==> config.mk <==
export PLATFORM = sky130hd
export DESIGN_NAME = rr_grant_arbiter
export DESIGN_NICKNAME = d
export VERILOG_FILES = /design/src/rtl/rr_arb_pkg.sv /design/src/rtl/rr_prio_pick.sv /design/src/rtl/rr_grant_arbiter.sv
export SDC_FILE = /design/constraint.sdc
export NUM_CORES = 1
export LEC_CHECK = 0
export BUFFER_PORTS_ARGS = -buffer_cell sky130_fd_sc_hd__buf_2
export CAP_MARGIN = 20
export CELL_PAD_IN_SITES_DETAIL_PLACEMENT = 1
export CELL_PAD_IN_SITES_GLOBAL_PLACEMENT = 1
export CORE_UTILIZATION = 48
export CTS_BUF_LIST = sky130_fd_sc_hd__clkbuf_4
export DETAILED_ROUTE_END_ITERATION = 10
export GPL_ROUTABILITY_DRIVEN = 0
export PLACE_DENSITY_LB_ADDON = 0.1
export SETUP_SLACK_MARGIN = 0.3
export SLEW_MARGIN = 15
export SYNTH_ARGS = -nofsm -noshare
export SYNTH_HDL_FRONTEND = slang
export SYNTH_SLANG_ARGS = --single-unit
==> constraint.sdc <==
create_clock -name clk -period 11 [get_ports clk]
set_clock_uncertainty 0.1 [all_clocks]
set_input_delay 1.1 -clock clk [delete_from_list [all_inputs] [get_ports clk]]
set_output_delay 1.1 -clock clk [all_outputs]
set_load 0.02 [all_outputs]
==> src/rtl/rr_arb_pkg.sv <==
// Shared types and constants for the round-robin grant arbiter.
// Optional hold-timeout is enabled by defining RR_ARB_TIMEOUT_EN.
package rr_arb_pkg;

  typedef enum logic {IDLE = 1'b0, GRANT = 1'b1} rr_state_t;

  localparam int RR_N           = 16;
  localparam int RR_IDX_W       = 4;
  localparam int RR_TIMEOUT_CYC = 255;

  function automatic logic [RR_N-1:0] onehot_of(input logic [RR_IDX_W-1:0] idx);
    logic [RR_N-1:0] v;
    v      = '0;
    v[idx] = 1'b1;
    return v;
  endfunction

endpackage

==> src/rtl/rr_prio_pick.sv <==
// Combinational round-robin picker: first set request strictly after 'last',
// wrapping N-1 -> 0. Rotate, priority-encode, un-rotate.
import rr_arb_pkg::*;

module rr_prio_pick #(
  parameter int N     = RR_N,
  parameter int IDX_W = $clog2(N)
) (
  input  logic [N-1:0]     req,
  input  logic [IDX_W-1:0] last,
  output logic             any,
  output logic [IDX_W-1:0] pick
);

  localparam int SW = IDX_W + 1;

  logic [2*N-1:0] dbl;
  logic [N-1:0]   rot;
  logic [SW-1:0]  start;
  logic [SW-1:0]  enc;
  logic [SW-1:0]  sum;

  always_comb begin
    start = (last == IDX_W'(N - 1)) ? '0 : ({1'b0, last} + SW'(1));
    dbl   = {req, req};
    rot   = dbl[start +: N];
    any   = |req;
    enc   = '0;
    // Descending scan so the lowest rotated position wins.
    for (int i = N - 1; i >= 0; i--) begin
      if (rot[i]) enc = SW'(i);
    end
    sum = start + enc;
    if (sum >= SW'(N)) sum = sum - SW'(N);
    pick = sum[IDX_W-1:0];
  end

endmodule

==> src/rtl/rr_grant_arbiter.sv <==
// Round-robin arbiter issuing one registered grant (index, one-hot, one-cold).
// Define RR_ARB_TIMEOUT_EN to force-release grants held TIMEOUT_CYC cycles.
import rr_arb_pkg::*;

module rr_grant_arbiter #(
  parameter int N           = RR_N,
  parameter int IDX_W       = $clog2(N),
  parameter int TIMEOUT_CYC = RR_TIMEOUT_CYC
) (
  input  logic             clk,
  input  logic             rst_n,
  input  logic [N-1:0]     req,
  input  logic             done,
  output logic             gnt_valid,
  output logic [IDX_W-1:0] gnt_idx,
  output logic [N-1:0]     gnt_onehot,
  output logic [N-1:0]     gnt_onecold,
  output logic             timeout,
  output rr_state_t        state
);

  rr_state_t        state_q, state_d;
  logic [IDX_W-1:0] last_q, last_d;
  logic [IDX_W-1:0] idx_q, idx_d;
  logic             valid_q, valid_d;
  logic [N-1:0]     onehot_q, onehot_d;
  logic [IDX_W-1:0] pick_last, pick;
  logic             any, expire, new_grant, rel;
  logic [RR_N-1:0]  oh_full;

  // A releasing owner is the new pointer, so searching from it ranks it last.
  assign pick_last = (state_q == GRANT) ? idx_q : last_q;

  rr_prio_pick #(.N(N), .IDX_W(IDX_W)) u_pick (
    .req  (req),
    .last (pick_last),
    .any  (any),
    .pick (pick)
  );

  always_comb begin
    state_d   = state_q;
    last_d    = last_q;
    idx_d     = idx_q;
    valid_d   = valid_q;
    new_grant = 1'b0;
    rel       = 1'b0;
    case (state_q)
      IDLE: begin
        if (any) begin
          idx_d     = pick;
          valid_d   = 1'b1;
          state_d   = GRANT;
          new_grant = 1'b1;
        end
      end
      GRANT: begin
        rel = done | ~req[idx_q] | expire;
        if (rel) begin
          last_d = idx_q;
          if (any) begin
            idx_d     = pick;
            new_grant = 1'b1;
          end else begin
            valid_d = 1'b0;
            state_d = IDLE;
          end
        end
      end
      default: state_d = IDLE;
    endcase
    oh_full  = onehot_of(RR_IDX_W'(idx_d));
    onehot_d = valid_d ? oh_full[N-1:0] : '0;
  end

  always_ff @(posedge clk or negedge rst_n) begin
    if (!rst_n) begin
      state_q  <= IDLE;
      last_q   <= IDX_W'(N - 1);
      idx_q    <= '0;
      valid_q  <= 1'b0;
      onehot_q <= '0;
    end else begin
      state_q  <= state_d;
      last_q   <= last_d;
      idx_q    <= idx_d;
      valid_q  <= valid_d;
      onehot_q <= onehot_d;
    end
  end

`ifdef RR_ARB_TIMEOUT_EN
  localparam int CW = $clog2(TIMEOUT_CYC + 1);

  logic [CW-1:0] hold_cnt;
  logic          timeout_q, timeout_d;

  assign expire    = (state_q == GRANT) && (hold_cnt == CW'(TIMEOUT_CYC));
  // A done or abandon coinciding with expiry is an ordinary release.
  assign timeout_d = expire & ~done & req[idx_q];

  always_ff @(posedge clk or negedge rst_n) begin
    if (!rst_n) begin
      hold_cnt  <= '0;
      timeout_q <= 1'b0;
    end else begin
      timeout_q <= timeout_d;
      if (new_grant)
        hold_cnt <= CW'(1);
      else if (state_q == GRANT && hold_cnt != CW'(TIMEOUT_CYC))
        hold_cnt <= hold_cnt + CW'(1);
    end
  end

  assign timeout = timeout_q;
`else
  assign expire  = 1'b0;
  assign timeout = 1'b0;
`endif

  assign state       = state_q;
  assign gnt_valid   = valid_q;
  assign gnt_idx     = idx_q;
  assign gnt_onehot  = onehot_q;
  assign gnt_onecold = ~onehot_q;

endmodule
# Word-level counts from Yosys, hierarchy flattened
# Cells that the tools add are included.
[op_classes] shifts=1 n_addsub=3 n_lt_le_gt_ge=4 bitwise=4 multipliers=0 mux=34 eq_ne=1 n_div=0 reduce_logical=3
[ops] op="two-way mux 4 bit" count=20
[ops] op="variable part select 32 x 6 -> 16 bit" count=1
[ops] op="two-way mux 16 bit" count=1
[ops] op="inverter 16 bit" count=1
[ops] op="OR reduction 16 bit" count=1
[ops] op="< comparator 4 x 5 -> 1 bit, second input constant" count=2
[ops] op="one-hot mux 4 bit (2 select lines)" count=1
[ops] op="two-way mux 1 bit" count=7
[ops] op="adder 4 x 1 -> 5 bit, second input constant" count=1
[ops] op="adder 5 x 4 -> 5 bit" count=1
[ops] op="greater-or-equal comparator 5 bit, second input constant" count=1
[ops] op="two-way mux 5 bit" count=1
[ops] op="binary-select mux 1 bit (select 4 bit)" count=1
[ops] op="demux 1 bit (select 4 bit)" count=1
[ops] op="equality test 4 bit, second input constant" count=1
[ops] op="greater-or-equal comparator 4 x 1 -> 1 bit, second input constant" count=1
[ops] op="one-hot mux 1 bit (2 select lines)" count=2
[ops] op="subtractor 4 x 1 -> 4 bit, second input constant" count=1
[ops] op="inverter 1 bit" count=2
[ops] op="AND reduction 2 bit" count=1
[ops] op="logical AND 1 bit" count=1
[ops] op="bitwise OR 1 bit" count=1
[totals] ramBits=0 rom_bits=0 elab_cells=55 reg_bits=26 in_bits=19 latchBits=0 out_inout_bits=39 memories=0

# Depth between registers and ports, before layout
# Gate-level depths: netlist (run 1).
[logic_depth] depth_word=31 ltp_mapped=22 ltp_nobuf=20

# Modules after synthesis
# Synthesis (run 1) repeated with hierarchy kept, for this count alone.
[hier_totals] hier_cells=240 area_unflattened_um2=2541.2
[modules_own_cells] module="rr_grant_arbiter" cells_per_inst=128 n_inst=1 area_per_inst_um2=1352.5 seq_area_each_um2=655.6
[modules_own_cells] module="rr_prio_pick" cells_per_inst=112 n_inst=1 area_per_inst_um2=1188.6 seq_area_each_um2=0.0

# Least setup slack after synthesis (run 1)
# OpenSTA, ideal clock, no wires.
[synth_timing] path_kind="reg2reg" from="register state_q (netlist: state)" to="register onehot_q[10] (netlist: gnt_onehot[10])" synth_period_minus_slack_ns=5.273 path_stages_with_launch=21 t_arrival_ns=5.031 path_slack_ns=5.727 setup_ns=0.142 path_buffers=3 required_time_ns=10.758 path_cell_list="dfrtp_1 -> mux2i_1 -> buf_2 -> inv_1 -> ha_1 -> clkbuf_1 -> inv_2 -> buf_1 -> mux4_2 -> nand3_1 -> a22oi_1 -> o311ai_0 -> a31oi_1 -> ha_1 -> a21o_1 -> a21oi_1 -> xnor2_1 -> nand2b_1 -> nor4_1 -> a221oi_2 -> a21oi_1"
[synth_via] elab_chain_cells=31 word_cells_on_any_way=36 classes_between="3 x add/sub; 3 x order compare; 1 x eq/ne; 1 x shift; 26 x mux; 1 x bitwise; 1 x reduce/logical"
[synth_lines] item="from (decl)" line_no="rr_grant_arbiter.sv:22" text="rr_state_t state_q, state_d;"
[synth_lines] item="from (signal assigned)" line_no="rr_grant_arbiter.sv:84" text="state_q <= state_d;"
[synth_lines] item="two-way mux 4 bit" line_no="rr_grant_arbiter.sv:32" text="assign pick_last = (state_q == GRANT) ? idx_q : last_q;"
[synth_lines] item="adder 4 x 1 -> 5 bit / equality test 4 bit (equally long branches)" line_no="rr_prio_pick.sv:24" text="start = (last == IDX_W'(N - 1)) ? '0 : ({1'b0, last} + SW'(1));"
[synth_lines] item="two-way mux 5 bit" line_no="rr_prio_pick.sv:24"
[synth_lines] item="variable part select 32 x 6 -> 16 bit" line_no="rr_prio_pick.sv:26" text="rot = dbl[start +: N];"
[synth_lines] item="two-way mux 4 bit (16 in series)" line_no="rr_prio_pick.sv:31" text="if (rot[i]) enc = SW'(i);"
[synth_lines] item="adder 5 x 4 -> 5 bit" line_no="rr_prio_pick.sv:33" text="sum = start + enc;"
[synth_lines] item="subtractor 4 x 1 -> 4 bit / greater-or-equal comparator 5 bit (equally long branches)" line_no="rr_prio_pick.sv:34" text="if (sum >= SW'(N)) sum = sum - SW'(N);"
[synth_lines] item="two-way mux 4 bit" line_no="rr_prio_pick.sv:34"
[synth_lines] item="two-way mux 4 bit" line_no="rr_grant_arbiter.sv:50, rr_grant_arbiter.sv:61"
[synth_lines] item="two-way mux 4 bit" line_no="rr_grant_arbiter.sv:59" text="if (rel) begin"
[synth_lines] item="one-hot mux 4 bit (2 select lines)" line_no="rr_grant_arbiter.sv:48" text="case (state_q)"
[synth_lines] item="< comparator 4 x 5 -> 1 bit (not written as such) / greater-or-equal comparator 4 x 1 -> 1 bit (equally long branches)" line_no="rr_arb_pkg.sv:14" text="v[idx] = 1'b1;"
[synth_lines] item="logical AND 1 bit (not written as such)" line_no="rr_arb_pkg.sv:14"
[synth_lines] item="two-way mux 1 bit (not written as such)" line_no="rr_arb_pkg.sv:14"
[synth_lines] item="demux 1 bit (select 4 bit)" line_no="rr_arb_pkg.sv:14"
[synth_lines] item="two-way mux 16 bit (*)" line_no="rr_grant_arbiter.sv:73" text="onehot_d = valid_d ? oh_full[N-1:0] : '0;"
[synth_lines] item="net onehot_d[10]" line_no="rr_grant_arbiter.sv:26" text="logic [N-1:0] onehot_q, onehot_d;"
[synth_lines] item="to (signal assigned)" line_no="rr_grant_arbiter.sv:88" text="onehot_q <= onehot_d;"
[synth_lines] item="to (decl)" line_no="rr_grant_arbiter.sv:26"
# Mark *: on every way through the listed nets, which the timed path passes. The rest lies on a longest branch.
# A chain may end at the register's enable or synchronous reset.

# Worst setup path in the final report (run 1)
[layout_timing] from="register state_q (netlist: state)" to="register onehot_q[14] (netlist: gnt_onehot[14])"
# Same word-level chain as after synthesis.

==> flow_metrics.tcl, run 1 <==
set metrics [dict create \
    status "finished clean" \
    utilization 0.5617 \
    grt_overflow 0 \
    grt_max_degree 33 \
    timing.final.crit_share 0.5768 \
    grt_pass1_wl_um 14450 \
    ys_top_cells_by_area "dfrtp_1, mux2i_1, mux4_2" \
    setup_viol 0 \
    cpPeakStageDelay_ns 0.70 \
    port_buffers 56 \
    async_reset_ff_frac 1.000 \
    hold_depth 1 \
    min_path_type "reg2reg" \
    fmax_ghz 0.1576 \
    drive_above_1_share 0.3008 \
    endpoint_kind "flip-flop" \
    htreeDepth 1 \
    coreArea_um2 6061 \
    synthesis.instances 337 \
    grt_pass1_vias 2924 \
    io_pins 58 \
    antenna_found_initial 0 \
    synthFlopType "dfrtp_1" \
    dr.pass1.iters 4 \
    crit_type "reg2reg" \
    initialDrtViolationCount 91 \
    cts_made_buffers 3 \
    finalWirelength_um 8804 \
    fin_setup_tns_ns 0 \
    reg2reg_to "gnt_onehot[14]" \
    ys_ff_latch 26 \
    dpl_worst_slack_ns 4.710 \
    initial_core_util 0.5101 \
    cp_cell_sequence "mux2i_4, buf_4, inv_1, ha_1, xor2_4, inv_2, mux2i_1, mux2i_2, a211oi_1, o211ai_1, a2111oi_0, nor2_1, ha_1, a21o_1, a21oi_1, xnor2_1, nand2b_1, nor4_1, a221oi_2, a21oi_1" \
    syn_nets 361 \
    globalRouteTotalUtil 0.2832 \
    drv_slew 0 \
    cts.repair.resized 0 \
    slowest_stage "dfrtp_1" \
    route.detailed.drc 0 \
    yosysWarnings 0 \
    ys_seq_area_frac 0.2121 \
    cts_root_buffer "clkbuf_4" \
    die_w_um 82.26 \
    fill_cells 743 \
    finalNetCount 404 \
    fin_ws_ns 4.655 \
    synth_top_area_cell "dfrtp_1" \
    layout_min_cycle_time_ns 6.345 \
    hold_viol_final 0 \
    clock_latency_ns 0.32 \
    slew-limit-headroom 0.4189 \
    hpwl_um 6965 \
    clock_path_buffers 2 \
    critPathMaxFanout 32 \
    hp-start "last_q[1]" \
    syn_to_final_growth_pct 10.12 \
    hold-path-endpoint "last_q[1]" \
    reg2reg_depth 20 \
    rsz0062_at_grt "no" \
    required_ns 11.09 \
    r2r-start "state" \
    die-area_um2 6766 \
    row_count 28 \
    r2r_slack_ns 4.66 \
    synth_top_area_frac 0.1781 \
    cts_hold_buf 0 \
    avgRoutedWirePerCell_um 19.39 \
    path_clk_slew_ns 0.14 \
    cap_violations 0 \
    antenna_cells 0 \
    syn_avg_cell_area_um2 9.174 \
    cts_sinks 26 \
    syn_area_um2 3092 \
    worst_slew_pin_slew_ns 0.8696 \
    synth_cell_types 59 \
    cts_tree "done" \
    crit_path_start_kind "flip-flop" \
    vias_per_cell 6.282 \
    cp.arrival_ns 6.44 \
    die_y_um 82.26 \
    synth_edf_count 0 \
    post_cts_buffers 0 \
    vias 2852 \
    ant_nets 0 \
]
-- cell type report --
| class | instances | area [µm²] | share of cell area |
|---|---|---|---|
| Tap cell | 75 | 93.84 | 0.02756 |
| Sequential cell | 26 | 655.6 | 0.1926 |
| Timing Repair Buffer | 57 | 287.8 | 0.08453 |
| Clock inverter | 1 | 3.754 | 0.001103 |
| Clock buffer | 3 | 22.52 | 0.006615 |
| Multi-Input combinational cell | 267 | 2247 | 0.6601 |
| Inverter | 25 | 93.84 | 0.02756 |
-- state kept, by name, indices dropped and copies added, names as in the netlist --
| register | cells |
|---|---|
| state | 1 |
| gnt_onehot | 16 |
| last_q | 4 |
| gnt_valid | 1 |
| gnt_idx | 4 |
-- routing by layer --
metal / up-vias / part of all wire / track usage
li1: 1349 / - / -
met1: 1409 / 0.42 / 0.3472
met2: 74 / 0.52 / 0.5215
met3: 20 / 0.030 / 0.009890
met4: 0 / 0.025 / 0.1088
met5: - / 0 / 0
-- synth_stat cells (all sizes together), types with 2 or more instances --
library cell	n
ha	4
xor2	2
o211ai	4
a2111oi	2
clkbuf	7
mux2	21
xnor2	2
mux2i	44
o21ai	11
nor3	9
o31ai	2
nor4	7
o21a	3
a221oi	2
a21oi	14
mux4	18
a31oi	5
a21o	2
nand3	14
dfrtp	22
o311ai	4
nor2	37
inv	25
nand4	3
nand2b	7
nor2b	4
nand2	20
dfstp	4
nor3b	3
a211oi	7
a211o	2
buf	12
-- layout by cell type, fill, tap and decap left out, types with 3 or more instances in the layout --
master    Yosys  routed
clkbuf_4      0       3
dfrtp_1      22      22
nand2_1      20      20
nand3_1      14      14
buf_2         5      56
ha_1          4       4
nor3b_1       3       3
mux4_2       18      18
mux2_2       19      19
nand2b_1      7       7
nor2b_1       4       4
nor2_1       37      37
o211ai_1      4       4
nor4_1        7       7
o21ai_0      11      11
mux2i_1      41      40
a211oi_1      6       6
nor3_1        9       9
a21oi_1      13      13
nand4_1       3       3
o21a_1        3       3
a31oi_1       5       5
inv_1        23      23
dfstp_2       4       4
-- worst max-delay path, delay by kind of cell (launching register included) --
family                   cells  cell delay (ns)
AO/OA/AOI/OAI                7             1.93
adder cells (fa/ha/maj)      2             0.53
multiplexers                 3             0.84
AND/OR/NAND/NOR              3             0.40
flip-flops                   1             0.70
XOR/XNOR                     2             0.85
buffers and inverters        3             0.85
-- worst max-delay path by stage --
| stage | to | from | depth (start not counted) |
|---|---|---|---|
| finish | gnt_onehot[14] | state | 20 |
| CTS | gnt_onehot[2] | state | 19 |
| global placement | gnt_onehot[10] | state | 19 |
| global route | gnt_onehot[15] | state | 18 |
| floorplan | gnt_onehot[10] | state | 20 |
| detailed placement | gnt_onehot[14] | state | 19 |
-- stage by stage --
stage / instances / hold slack [ns] / area [µm²]
floorplan: 337 / 0.5003 / 3092
global placement: 450 / 0.5117 / 3378
detailed placement: 450 / 0.5159 / 3378
CTS: 454 / 0.5350 / 3405
global route: 454 / 0.5514 / 3405
finish: 454 / 0.5334 / 3405
-- logic make-up (layout without fill, tap and decap cells) --
group	count (synthesis)	in the layout	synth area share
AOI/OAI and AO/OA	65	65	0.1554
xor gates and xnor gates	4	4	0.01740
adders and majority gates	6	6	0.02590
buffers and inverters	44	86	0.06515
DFF	26	26	0.2121
muxes	83	83	0.3565
other	1	1	0.001213
and+or+nand+nor	108	108	0.1663
Power of run 1 is left out: the tool's default activity adds up to more than one toggle a clock period on the data nets, which glitch-free logic cannot reach.
==> run 2: changes to the inputs <==
--- a/config.mk
+++ b/config.mk
@@ -9,7 +9,7 @@
 export CAP_MARGIN = 20
 export CELL_PAD_IN_SITES_DETAIL_PLACEMENT = 1
 export CELL_PAD_IN_SITES_GLOBAL_PLACEMENT = 1
-export CORE_UTILIZATION = 48
+export CORE_UTILIZATION = 40
 export CTS_BUF_LIST = sky130_fd_sc_hd__clkbuf_4
 export DETAILED_ROUTE_END_ITERATION = 10
 export GPL_ROUTABILITY_DRIVEN = 0
==> constraint.sdc (replaced) <==
create_clock -name clk -period 5.6 [get_ports clk]
set_clock_uncertainty 0.1 [all_clocks]
set_input_delay 0.56 -clock clk [delete_from_list [all_inputs] [get_ports clk]]
set_output_delay 0.56 -clock clk [all_outputs]
set_load 0.02 [all_outputs]
==> run 2 against run 1 <==
  * Final cell count is 8.8% higher
  * Critical path depth shrank 2
  * Clock-buffer cell count is the same
  * Die area up 19%
  * Hold slack worse by 0.41 ns
  * Via count grew 2.0%
  * Sequential share of layout area shrank 1.2 points
  * Worst setup slack worse by 4.0 ns
  * Utilization shrank 6.9 points
  * Non-clock buffer count rose by 15
  * Highest routed layer unchanged
==> flow_metrics.tcl, run 2 (synthesis results as in run 1) <==
set metrics [dict create \
    cts_made_buffers 3 \
    fin_setup_tns_ns 0 \
    vias_per_cell 5.887 \
    ant_nets 0 \
    io_pins 58 \
    clock_path_buffers 2 \
    dpl_worst_slack_ns 0.1735 \
    fmax_ghz 0.2003 \
    syn_to_final_growth_pct 17.56 \
    drv_slew 0 \
    grt_max_degree 32 \
    hpwl_um 6997 \
    coreArea_um2 7370 \
    timing.final.crit_share 0.8916 \
    die_w_um 89.92 \
    globalRouteTotalUtil 0.2284 \
    cts_sinks 26 \
    setup_viol 0 \
    finalNetCount 420 \
    cts_hold_buf 0 \
    fin_ws_ns 0.6072 \
    layout_min_cycle_time_ns 4.993 \
    dr.pass1.iters 4 \
    finalWirelength_um 9168 \
    drive_above_1_share 0.3544 \
    grt_pass1_wl_um 15150 \
    htreeDepth 1 \
    final_common_cell "buf_2" \
    r2r_slack_ns 0.61 \
    hold_viol_final 0 \
    cp.arrival_ns 5.13 \
    die_y_um 89.92 \
    status "finished clean" \
    initial_core_util 0.4195 \
    crit_path_start_kind "flip-flop" \
    grt_overflow 0 \
    r2r-start "state" \
    antenna_cells 0 \
    utilization 0.4932 \
    required_ns 5.74 \
    grt_pass1_vias 3004 \
    cap_violations 0 \
    largest_reg_flops 16 \
    path_clk_slew_ns 0.15 \
    port_buffers 56 \
    slew-limit-headroom 0.4442 \
    cts_tree "done" \
    worstSetupStartpoint "state" \
    rsz0062_at_grt "no" \
    critPathMaxFanout 31 \
    endpoint_kind "flip-flop" \
    clock_latency_ns 0.32 \
    worst_slew_pin_slew_ns 0.8318 \
    vias 2908 \
    avgRoutedWirePerCell_um 18.56 \
    hold_ws_ns 0.1194 \
    antenna_found_initial 0 \
    row_count 31 \
    mostFrequentLayoutCells "buf_2, mux2i_1, nor2_1" \
    min_path_type "in2async" \
    initialDrtViolationCount 63 \
    die-area_um2 8085 \
    crit_type "reg2reg" \
    route.detailed.drc 0 \
    cts_root_buffer "clkbuf_4" \
]
==> run 2: cell types whose count changed in the layout (fill, tap and decap cells not counted), sizes merged <==
| cell | previous run | this run |
|---|---|---|
| clkinv | 1 | 0 |
| bufinv | 0 | 1 |
| buf | 57 | 72 |
| xor2 | 2 | 3 |
==> run 2: what timing repair did <==
item	in CTS	in global routing
setup buffers	4	3
gates resized for setup	1	12
pin swaps	1	1
endpoints found under the setup margin	16	17
cloned	0	1
==> run 2: path summary, 6_finish.rpt <==
| path | endpoint | cells past startpoint |
|---|---|---|
| setup / recovery | gnt_onehot[6] | 18 |
| hold / removal | gnt_valid | 1 |
| setup reg to reg | gnt_onehot[6] | 18 |
| hold reg to reg | last_q[3] | 1 |
| max in group asynchronous | state | 1 |
| min in group clk | last_q[3] | 1 |
==> run 2: final cells by class <==
cell class / instances / area, µm²
fill: 901 / 3735
multi-input combinational: 268 / 2292
sequential: 26 / 656.9
timing repair buffer: 72 / 412.9
tap: 99 / 123.9
inverter: 25 / 96.34
clock inverter: 1 / 30.03
clock buffer: 3 / 22.52
==> run 2: critical path: stages (launching register included) <==
cell	delay, ns
dfrtp_2	0.46
mux2i_4	0.24
buf_4	0.43
mux2i_1	0.51
mux4_2	0.38
inv_1	0.06
a211o_1	0.22
a211o_1	0.30
a2111oi_2	0.36
nor2_1	0.11
ha_1	0.20
inv_1	0.07
fa_1	0.50
nor2b_1	0.19
nand2_1	0.07
o21ai_0	0.09
a21oi_1	0.14
or2_2	0.32
nor3_1	0.15
==> run 2: stage by stage <==
stage	instances	instance area, µm²
global route	494	3635
floorplan	337	3092
detailed placement	482	3468
finish	494	3635
CTS	490	3552
global placement	482	3468
==> run 2: layer usage <==
metal / track usage / up-vias / wire [µm]
met1: 0.2807 / 1471 / 4029
met5: 0 / - / 0
met4: 0.03898 / 0 / 55
li1: - / 1381 / -
met3: 0.01100 / 4 / 161
met2: 0.4436 / 52 / 4921
Power of run 2 is left out for the same reason.
==> run 3: changes to the inputs <==
--- a/config.mk
+++ b/config.mk
@@ -9,13 +9,15 @@
 export CAP_MARGIN = 20
 export CELL_PAD_IN_SITES_DETAIL_PLACEMENT = 1
 export CELL_PAD_IN_SITES_GLOBAL_PLACEMENT = 1
-export CORE_UTILIZATION = 40
+export CORE_UTILIZATION = 39
 export CTS_BUF_LIST = sky130_fd_sc_hd__clkbuf_4
 export DETAILED_ROUTE_END_ITERATION = 10
 export GPL_ROUTABILITY_DRIVEN = 0
 export PLACE_DENSITY_LB_ADDON = 0.1
+export RECOVER_POWER = 50
 export SETUP_SLACK_MARGIN = 0.3
 export SLEW_MARGIN = 15
 export SYNTH_ARGS = -nofsm -noshare
 export SYNTH_HDL_FRONTEND = slang
+export SYNTH_HIERARCHICAL = 1
 export SYNTH_SLANG_ARGS = --single-unit
==> run 3 against run 2 <==
  * Hold slack gained 0.28 ns
  * Sequential share of layout area grew 2.6 points
  * Clock-buffer cell count is the same
  * Fmax shrank 1.5%
  * Cell area shrank 13%
  * Area after synthesis shrank 18%
  * First-iteration DRC count grew 35%
  * Register-to-register slack lost 0.07 ns
  * Largest cell class unchanged
  * Highest routed layer unchanged
==> flow_metrics.tcl, run 3 <==
set metrics [dict create \
    worstSetupStartpoint "state" \
    path_clk_slew_ns 0.15 \
    coreArea_um2 6314 \
    cts_made_buffers 3 \
    drive_above_1_share 0.4045 \
    die-area_um2 6843 \
    syn_nets 264 \
    regArea_um2 656.9 \
    synth_cell_types 57 \
    synthesis.instances 240 \
    grt_max_degree 27 \
    grt_overflow 0 \
    finalWirelength_um 7357 \
    drv_slew 0 \
    setup_viol 0 \
    globalRouteTotalUtil 0.2155 \
    synth_top_area_cell "dfrtp_1" \
    grt_pass1_vias 2076 \
    ys_ff_latch 26 \
    row_count 29 \
    clock_path_buffers 2 \
    grt_pass1_wl_um 10980 \
    critPathMaxFanout 8 \
    syn_area_um2 2541 \
    worst_slew_pin_slew_ns 1.360 \
    slew-limit-headroom 0.09362 \
    dpl.cell_count 372 \
    ys_seq_area_frac 0.2580 \
    hpwl_um 5693 \
    layout_min_cycle_time_ns 5.067 \
    io_pins 58 \
    crit_path_start_kind "flip-flop" \
    largest_reg_flops 16 \
    cap_violations 0 \
    cts_sinks 26 \
    reg2reg_depth 22 \
    clock_latency_ns 0.34 \
    timing.final.crit_share 0.9049 \
    place_area_um2 2934 \
    avgRoutedWirePerCell_um 19.06 \
    fin_area_um2 3174 \
    finalNetCount 334 \
    synth_top_area_frac 0.2166 \
    cts_root_buffer "clkbuf_4" \
    hold_viol_final 0 \
    antenna_found_initial 0 \
    synthTopCellsByCount "inv_1, mux2i_1, dfrtp_1" \
    initialDrtViolationCount 85 \
    syn_to_final_growth_pct 24.91 \
    min_path_type "in2async" \
    initial_core_util 0.4025 \
    htreeDepth 1 \
    required_ns 5.77 \
    die_y_um 82.72 \
    cts_tree "done" \
    antenna_cells 0 \
    fin_cells 386 \
    synth_edf_count 0 \
    ant_nets 0 \
    dr.pass1.iters 4 \
    die_w_um 82.72 \
    yosysWarnings 6 \
    mostFrequentLayoutCells "buf_2, inv_1, mux4_2" \
    r2r-start "state" \
    route.detailed.drc 0 \
    async_reset_ff_frac 1.000 \
    final_common_cell "buf_2" \
    port_buffers 56 \
    ys_top_cells_by_area "dfrtp_1, mux4_2, mux2i_1" \
    synthFlopType "dfrtp_1" \
    rsz0062_at_grt "yes" \
    endpoint_kind "flip-flop" \
    syn_avg_cell_area_um2 10.59 \
    vias 2255 \
    status "finished clean" \
    fmax_ghz 0.1973 \
    r2r_slack_ns 0.53 \
    fill_cells 749 \
    fin_setup_tns_ns 0 \
    cts_hold_buf 0 \
    cp.arrival_ns 5.24 \
    crit_type "reg2reg" \
    vias_per_cell 5.842 \
    multi_input_area_um2 1823 \
    reg2reg_to "gnt_onehot[15]" \
]
## run 3: changes by cell type after synthesis, moves of 5 or more
cell / previous run / this run
nor2_1: 37 / 14
mux2i_1: 41 / 25
nand2_1: 20 / 7
a21oi_1: 13 / 3
nand3_1: 14 / 4
nor3_1: 9 / 19
mux2_2: 19 / 10
o21ai_0: 11 / 2
mux4_1: 0 / 6
a211oi_1: 6 / 1
nand2b_1: 7 / 2
nor2b_1: 4 / 9
## run 3: worst max-delay path by stage
stage	endpoint	slack (ns)	cells after the start
global route	gnt_onehot[12]	0.26	22
finish	gnt_onehot[15]	0.53	22
CTS	gnt_onehot[15]	0.30	20
detailed placement	gnt_onehot[15]	0.07	19
floorplan	gnt_onehot[11]	0.33	21
global placement	gnt_onehot[7]	0.24	18
## run 3: area by class of cell
type	count	area share
multi-input combinational	177	0.5743
inverter	26	0.03075
clock inverter	1	0.009460
timing repair buffer	76	0.1411
sequential	26	0.2069
tap	77	0.03035
clock buffer	3	0.007095
## run 3: cell families (layout without fill, tap and decap cells)
family / count (synthesis) / in the layout / synth area share
AO/OA/AOI/OAI: 34 / 34 / 0.1118
adder cells (fa/ha/maj): 5 / 5 / 0.02757
AND/OR/NAND/NOR: 74 / 74 / 0.1566
XOR/XNOR: 4 / 4 / 0.01378
multiplexers: 59 / 59 / 0.3644
flip-flops: 26 / 26 / 0.2580
buffers and inverters: 37 / 106 / 0.06646
other: 1 / 1 / 0.001476
## run 3: timing repair
item / CTS / global route
pin swaps: 2 / 8
endpoints found under the setup margin: 16 / 16
cloned: 0 / 1
buffers inserted: 4 / 5
gates resized for setup: 2 / 29
## run 3: worst max-delay path, stage by stage (launching register included)
cell	delay, ns
dfrtp_2	0.48
buf_4	0.17
mux2_4	0.33
a31oi_4	0.24
buf_12	0.16
buf_4	0.11
buf_12	0.12
mux4_2	0.34
mux4_2	0.53
or2_4	0.28
a2111o_1	0.39
o211ai_2	0.09
a21oi_1	0.09
ha_1	0.27
a21o_1	0.18
a21oi_2	0.13
xnor2_1	0.14
xnor2_1	0.17
inv_1	0.06
a31oi_1	0.15
mux2_4	0.19
nand2b_4	0.11
nor3_2	0.17
## run 3: metal layers
metal / global-route usage / wire length, µm
met5: 0 / 0
met4: 0.01034 / 21
met3: 0.02747 / 316
met2: 0.3467 / 3565
met1: 0.3220 / 3454
## run 3: stage by stage
| step | setup WS, ns | hold WS (ns) | util |
|---|---|---|---|
| 4_1_cts | 0.2976 | 0.1263 | 0.4812 |
| 6_report | 0.5328 | 0.3959 | 0.5028 |
| 2_1_floorplan | 0.3294 | 0.1644 | - |
| 3_3_place_gp | 0.2431 | 0.3723 | 0.4647 |
| 3_5_place_dp | 0.07471 | 0.3800 | 0.4647 |
| 5_1_grt | 0.2567 | 0.4342 | 0.5028 |
Power of run 3 is left out for the same reason.
